--- config.mk ---
export PLATFORM = sky130hd
export DESIGN_NAME = sr_cmd_gen
export DESIGN_NICKNAME = d
export VERILOG_FILES = /design/src/rtl/sr_cmd_pkg.sv /design/src/rtl/btn_debounce.sv /design/src/rtl/sr_cmd_gen.sv
export SDC_FILE = /design/constraint.sdc
export NUM_CORES = 1
export LEC_CHECK = 0
export ABC_AREA = 1
export CAP_MARGIN = 20
export CORE_MARGIN = 5
export CORE_UTILIZATION = 50
export CTS_BUF_LIST = sky130_fd_sc_hd__clkbuf_8
export DETAILED_ROUTE_END_ITERATION = 7
export PLACE_DENSITY = 0.67
export SLEW_MARGIN = 20
export SYNTH_ARGS = -nofsm -noshare
export SYNTH_HDL_FRONTEND = slang
export SYNTH_SLANG_ARGS = --single-unit
--- constraint.sdc ---
create_clock -name clk -period 1.8 [get_ports clk]
set_input_delay 0.27 -clock clk [delete_from_list [all_inputs] [get_ports clk]]
set_output_delay 0.27 -clock clk [all_outputs]
set_load 0.005 [all_outputs]
--- src/rtl/sr_cmd_pkg.sv ---
// sr_cmd_pkg: shared debounce state encoding and SR command encodings
package sr_cmd_pkg;
   typedef enum logic [1:0] {DB_LOW, DB_CHK_HIGH, DB_HIGH, DB_CHK_LOW} db_state_t;
   localparam logic [1:0] SR_HOLD    = 2'b00;
   localparam logic [1:0] SR_RST     = 2'b01;
   localparam logic [1:0] SR_SET     = 2'b10;
   localparam logic [1:0] SR_ILLEGAL = 2'b11;
   // Simultaneous presses resolve to HOLD so SR_ILLEGAL can never be produced
   function automatic logic [1:0] sr_cmd(input logic set_rise, input logic reset_rise);
      return (set_rise && !reset_rise) ? SR_SET :
             (reset_rise && !set_rise) ? SR_RST : SR_HOLD;
   endfunction
endpackage

--- src/rtl/btn_debounce.sv ---
// btn_debounce: synchronise and debounce one raw button, flag accepted presses
module btn_debounce
   import sr_cmd_pkg::*;
#(
   parameter int SYNC_STAGES     = 2,
   parameter int DEBOUNCE_CYCLES = 16,
   parameter int CNT_W           = 16
) (
   input  logic clk,
   input  logic rst_n,
   input  logic btn,
   output logic lvl,
   output logic rise
);
   localparam logic [CNT_W-1:0] LAST = CNT_W'(DEBOUNCE_CYCLES - 1);
   logic [SYNC_STAGES-1:0] r_sync;
   logic [CNT_W-1:0]       r_cnt;
   db_state_t              r_state;
   logic                   r_lvl;
   logic                   r_rise;
   logic                   w_in;
   assign w_in = r_sync[SYNC_STAGES-1];
   assign lvl  = r_lvl;
   assign rise = r_rise;
   // Metastability chain bringing the raw button into the clk domain
   always_ff @(posedge clk or negedge rst_n) begin
      if (!rst_n) r_sync <= '0;
      else        r_sync <= {r_sync[SYNC_STAGES-2:0], btn};
   end
   // Debounce FSM: a level change is accepted only after DEBOUNCE_CYCLES equal samples
   always_ff @(posedge clk or negedge rst_n) begin
      if (!rst_n) begin
         r_state <= DB_LOW;
         r_cnt   <= '0;
         r_lvl   <= 1'b0;
         r_rise  <= 1'b0;
      end else begin
         r_rise <= 1'b0;
         case (r_state)
            DB_LOW: begin
               if (w_in) begin
                  r_state <= DB_CHK_HIGH;
                  r_cnt   <= CNT_W'(1);
               end
            end
            DB_CHK_HIGH: begin
               if (!w_in) begin
                  r_state <= DB_LOW;
                  r_cnt   <= '0;
               end else if (r_cnt == LAST) begin
                  r_state <= DB_HIGH;
                  r_cnt   <= '0;
                  r_lvl   <= 1'b1;
                  r_rise  <= 1'b1;
               end else begin
                  r_cnt <= r_cnt + 1'b1;
               end
            end
            DB_HIGH: begin
               if (!w_in) begin
                  r_state <= DB_CHK_LOW;
                  r_cnt   <= CNT_W'(1);
               end
            end
            DB_CHK_LOW: begin
               if (w_in) begin
                  r_state <= DB_HIGH;
                  r_cnt   <= '0;
               end else if (r_cnt == LAST) begin
                  r_state <= DB_LOW;
                  r_cnt   <= '0;
                  r_lvl   <= 1'b0;
               end else begin
                  r_cnt <= r_cnt + 1'b1;
               end
            end
            default: begin
               r_state <= DB_LOW;
               r_cnt   <= '0;
               r_lvl   <= 1'b0;
            end
         endcase
      end
   end
endmodule

--- src/rtl/sr_cmd_gen.sv ---
// sr_cmd_gen: turn two debounced buttons into mutually exclusive s/r command pulses
module sr_cmd_gen
   import sr_cmd_pkg::*;
#(
   parameter int SYNC_STAGES     = 2,
   parameter int DEBOUNCE_CYCLES = 16,
   parameter int CNT_W           = 16
) (
   input  logic clk,
   input  logic rst_n,
   input  logic set_btn,
   input  logic reset_btn,
   output logic s,
   output logic r,
   output logic conflict,
   output logic set_lvl,
   output logic reset_lvl
);
   logic w_set_rise;
   logic w_reset_rise;
   logic r_s;
   logic r_r;
   logic r_conflict;
   btn_debounce #(
      .SYNC_STAGES(SYNC_STAGES), .DEBOUNCE_CYCLES(DEBOUNCE_CYCLES), .CNT_W(CNT_W)
   ) u_set_db (
      .clk(clk), .rst_n(rst_n), .btn(set_btn), .lvl(set_lvl), .rise(w_set_rise)
   );
   btn_debounce #(
      .SYNC_STAGES(SYNC_STAGES), .DEBOUNCE_CYCLES(DEBOUNCE_CYCLES), .CNT_W(CNT_W)
   ) u_reset_db (
      .clk(clk), .rst_n(rst_n), .btn(reset_btn), .lvl(reset_lvl), .rise(w_reset_rise)
   );
   assign s        = r_s;
   assign r        = r_r;
   assign conflict = r_conflict;
   // Arbitrate accepted presses into one registered command; collisions drop both
   always_ff @(posedge clk or negedge rst_n) begin
      if (!rst_n) begin
         {r_s, r_r} <= SR_HOLD;
         r_conflict <= 1'b0;
      end else begin
         {r_s, r_r} <= sr_cmd(w_set_rise, w_reset_rise);
         r_conflict <= w_set_rise & w_reset_rise;
      end
   end
endmodule

==> results_dict.tcl <==
set metrics [dict create \
    drc 0 \
    post_dp_cell_area_um2 2720 \
    drv_cap 0 \
    overflow 0 \
    reg2reg_slack_ns 0.28 \
    grt_first_pass_wirelength_um 9010 \
    n_fill_cell 494 \
    hpwlAfterDp_um 3480 \
    dpl.cell_count 426 \
    portBuffers 8 \
    coreArea_um2 5010 \
    drt_pass1_iterations 4 \
    synth_nets 353 \
    regArea_um2 1180 \
    synth_edf_count 0 \
    path_clk_slew_ns 0.09 \
    dr_wl_met2_um 2300 \
    yosys_warnings 0 \
    multi_input_area_um2 1200 \
    fin_tns_setup_ns 0 \
    power_per_cell_area_nw_per_um2 650 \
    hp-class "primary input to asynchronous set/reset pin" \
    syn_area_um2 2540 \
    clk_path_buf_depth 2 \
    avgSynthCellArea_um2 7.33 \
    ir_drop_v 0.000522 \
    insertedDiodeCount 0 \
    drive_gt1_share_pct 7.97 \
    criticalPathCategory "flip-flop to flip-flop" \
    antenna_found_initial 0 \
    crit-reg2reg-launch "u_reset_db.r_cnt[1]" \
    wl_met3_um 152 \
    cts.sinks 47 \
    post_drt_wl_per_cell_um 11.3 \
    ff2ff_path_depth 8 \
    hold_viol_final 0 \
    fmax_mhz 659 \
    cp.required_ns 2.04 \
    cp-start-kind "flip-flop" \
    fp.dieH_um 81.3 \
    crit_start "u_reset_db.r_cnt[1]" \
    min_period_ns 1.52 \
    period_share_pct 84.3 \
    rsz0062_at_grt "no" \
    p_leak_nw 1.36 \
    cts_max_level 2 \
    cts_tree "built" \
    slew_violations 0 \
    routed_wl_um 4890 \
    crit_fanout 4 \
    detail-route-antenna-nets 0 \
    finalSetupViolCount 0 \
    cp-end-kind "flip-flop" \
    synth_ff_type "dfrtp_1" \
    worst-slew-pin-transition_ns 0.581 \
    die-width_um 81.3 \
    netlist_instances 347 \
    status "completed" \
    drt_iter0_markers 115 \
    rows 26 \
    relSlewSlack_pct 61.3 \
    timing.rr.end "u_reset_db.r_cnt[8]" \
    finClkSkew_ns 0.00687 \
    cts_buffers 5 \
    grt_usage_pct 17.5 \
    post-route-util_pct 56.1 \
    ys_ff_latch 47 \
    yosysSeqAreaShare_pct 46.2 \
    yosys.cell_types.count 24 \
    grt_max_degree 48 \
    async_flop_share_pct 100 \
    clock_latency_ns 0.30 \
    holdBufCountCts 0 \
    highest_layer "met4" \
    arrival_ns 1.76 \
    die-area_um2 6610 \
    start_util_pct 50.8 \
    whs_ns 0.0448 \
    place_congestion 0.839 \
    cts-root-buf "clkbuf_8" \
    wl_met1_um 2320 \
    routed_via_density 4.92 \
    grt_pass1_vias 2072 \
    synthToLayoutAreaGrowth_pct 10.5 \
    nets 369 \
    final_area_um2 2810 \
    finalNonFillerCells 434 \
    vias 2137 \
    io_pins 9 \
]
[state kept, by name (all words and copies together), names as in the netlist, 2 cells and up, named ones only]
register	flops
u_set_db.r_cnt	16
u_set_db.r_sync	2
u_reset_db.r_cnt	16
u_reset_db.r_sync	2
[synthesized netlist by cell type, types with 3 or more instances]
library cell | number | share of area (%)
nand3_1 | 33 | 6.5
nor2_1 | 44 | 6.5
dfrtp_1 | 47 | 46
nand2_2 | 4 | 0.98
xor2_1 | 3 | 1.0
o22ai_1 | 5 | 1.2
o21ai_0 | 14 | 2.8
nand2_1 | 119 | 18
xnor2_1 | 3 | 1.0
inv_1 | 39 | 5.8
o21bai_1 | 8 | 2.4
nor3_2 | 3 | 1.2
a21oi_1 | 4 | 0.79
nand4_1 | 6 | 1.5
nor2_2 | 4 | 0.98
[worst max path at each step]
stage and to:
4_1_cts u_reset_db.r_cnt[8], 2_1_floorplan u_reset_db.r_cnt[8], 6_report u_reset_db.r_cnt[8], 3_5_place_dp u_reset_db.r_cnt[8], 3_3_place_gp u_reset_db.r_cnt[10], 5_1_grt u_reset_db.r_cnt[8]
[power breakdown]
part / switching, W / internal [W] / leakage (nW)
sequential: 0.0000136 / 0.00107 / 0.637
clock: 0.000371 / 0.000274 / 0.0460
combinational: 0.0000681 / 0.0000297 / 0.677
total: 0.000453 / 0.00138 / 1.36
[area by class of cell]
class                      count  share of cell area, %
sequential                    47                   41.8
clock buffer                   5                   2.45
timing repair buffer          12                   3.74
inverter                      40                   5.34
tap                           70                   3.12
multi-input combinational    257                   42.8
clock inverter                 3                  0.712
[worst max-delay path, stage by stage, from the launching register on]
cell	delay (ns)
dfrtp_1	0.38
ha_1	0.17
nand3_1	0.09
buf_4	0.15
nor2_1	0.23
nand2_1	0.13
o21bai_1	0.14
nand3_1	0.09
nand2_1	0.09
[stage by stage]
step | worst slack, ns | total power, W
3_3_place_gp | 0.0454 | 0.00121
5_1_grt | 0.112 | 0.00193
3_5_place_dp | 0.0150 | 0.00121
2_1_floorplan | 0.482 | 0.00116
4_1_cts | 0.270 | 0.00187
6_report | 0.283 | 0.00183
[cells by family after synthesis]
logic type | share of synthesized area [%]
AND/OR/NAND/NOR | 37.0
flip-flops | 46.2
buffers and inverters | 6.59
AO/OA/AOI/OAI | 7.13
XOR/XNOR | 2.07
adder cells (fa/ha/maj) | 0.984
[cells in the final DEF, fill, tap and decap left out, types with 2 or more instances in the layout]
master           synthesis  routed
nor2_1                  44      44
o22ai_1                  5       5
buf_4                    1       4
dfrtp_1                 47      47
ha_1                     2       2
o21ai_0                 14      14
nor3_2                   3       3
clkdlybuf4s50_1          0       7
a21oi_1                  4       3
xor2_1                   3       3
nand4_1                  6       6
inv_1                   39      40
nand3_1                 33      33
xnor2_1                  3       3
clkbuf_8                 0       5
nor2_2                   4       4
nand2_2                  4       4
nand2_1                119     119
o21bai_1                 8       8
[per-layer routing]
metal	GRT usage, %	vias to the layer above
met4	8.45	0
met5	0	-
met3	4.32	12
li1	-	1123
met1	21.3	973
met2	28.9	29
[repair_timing]
item,in CTS,in global routing
endpoints found under the hold margin,0,0
setup buffers,0,0
setup endpoints to repair,4,0
resized for setup,1,0
Power figures use the tool's default switching activity.
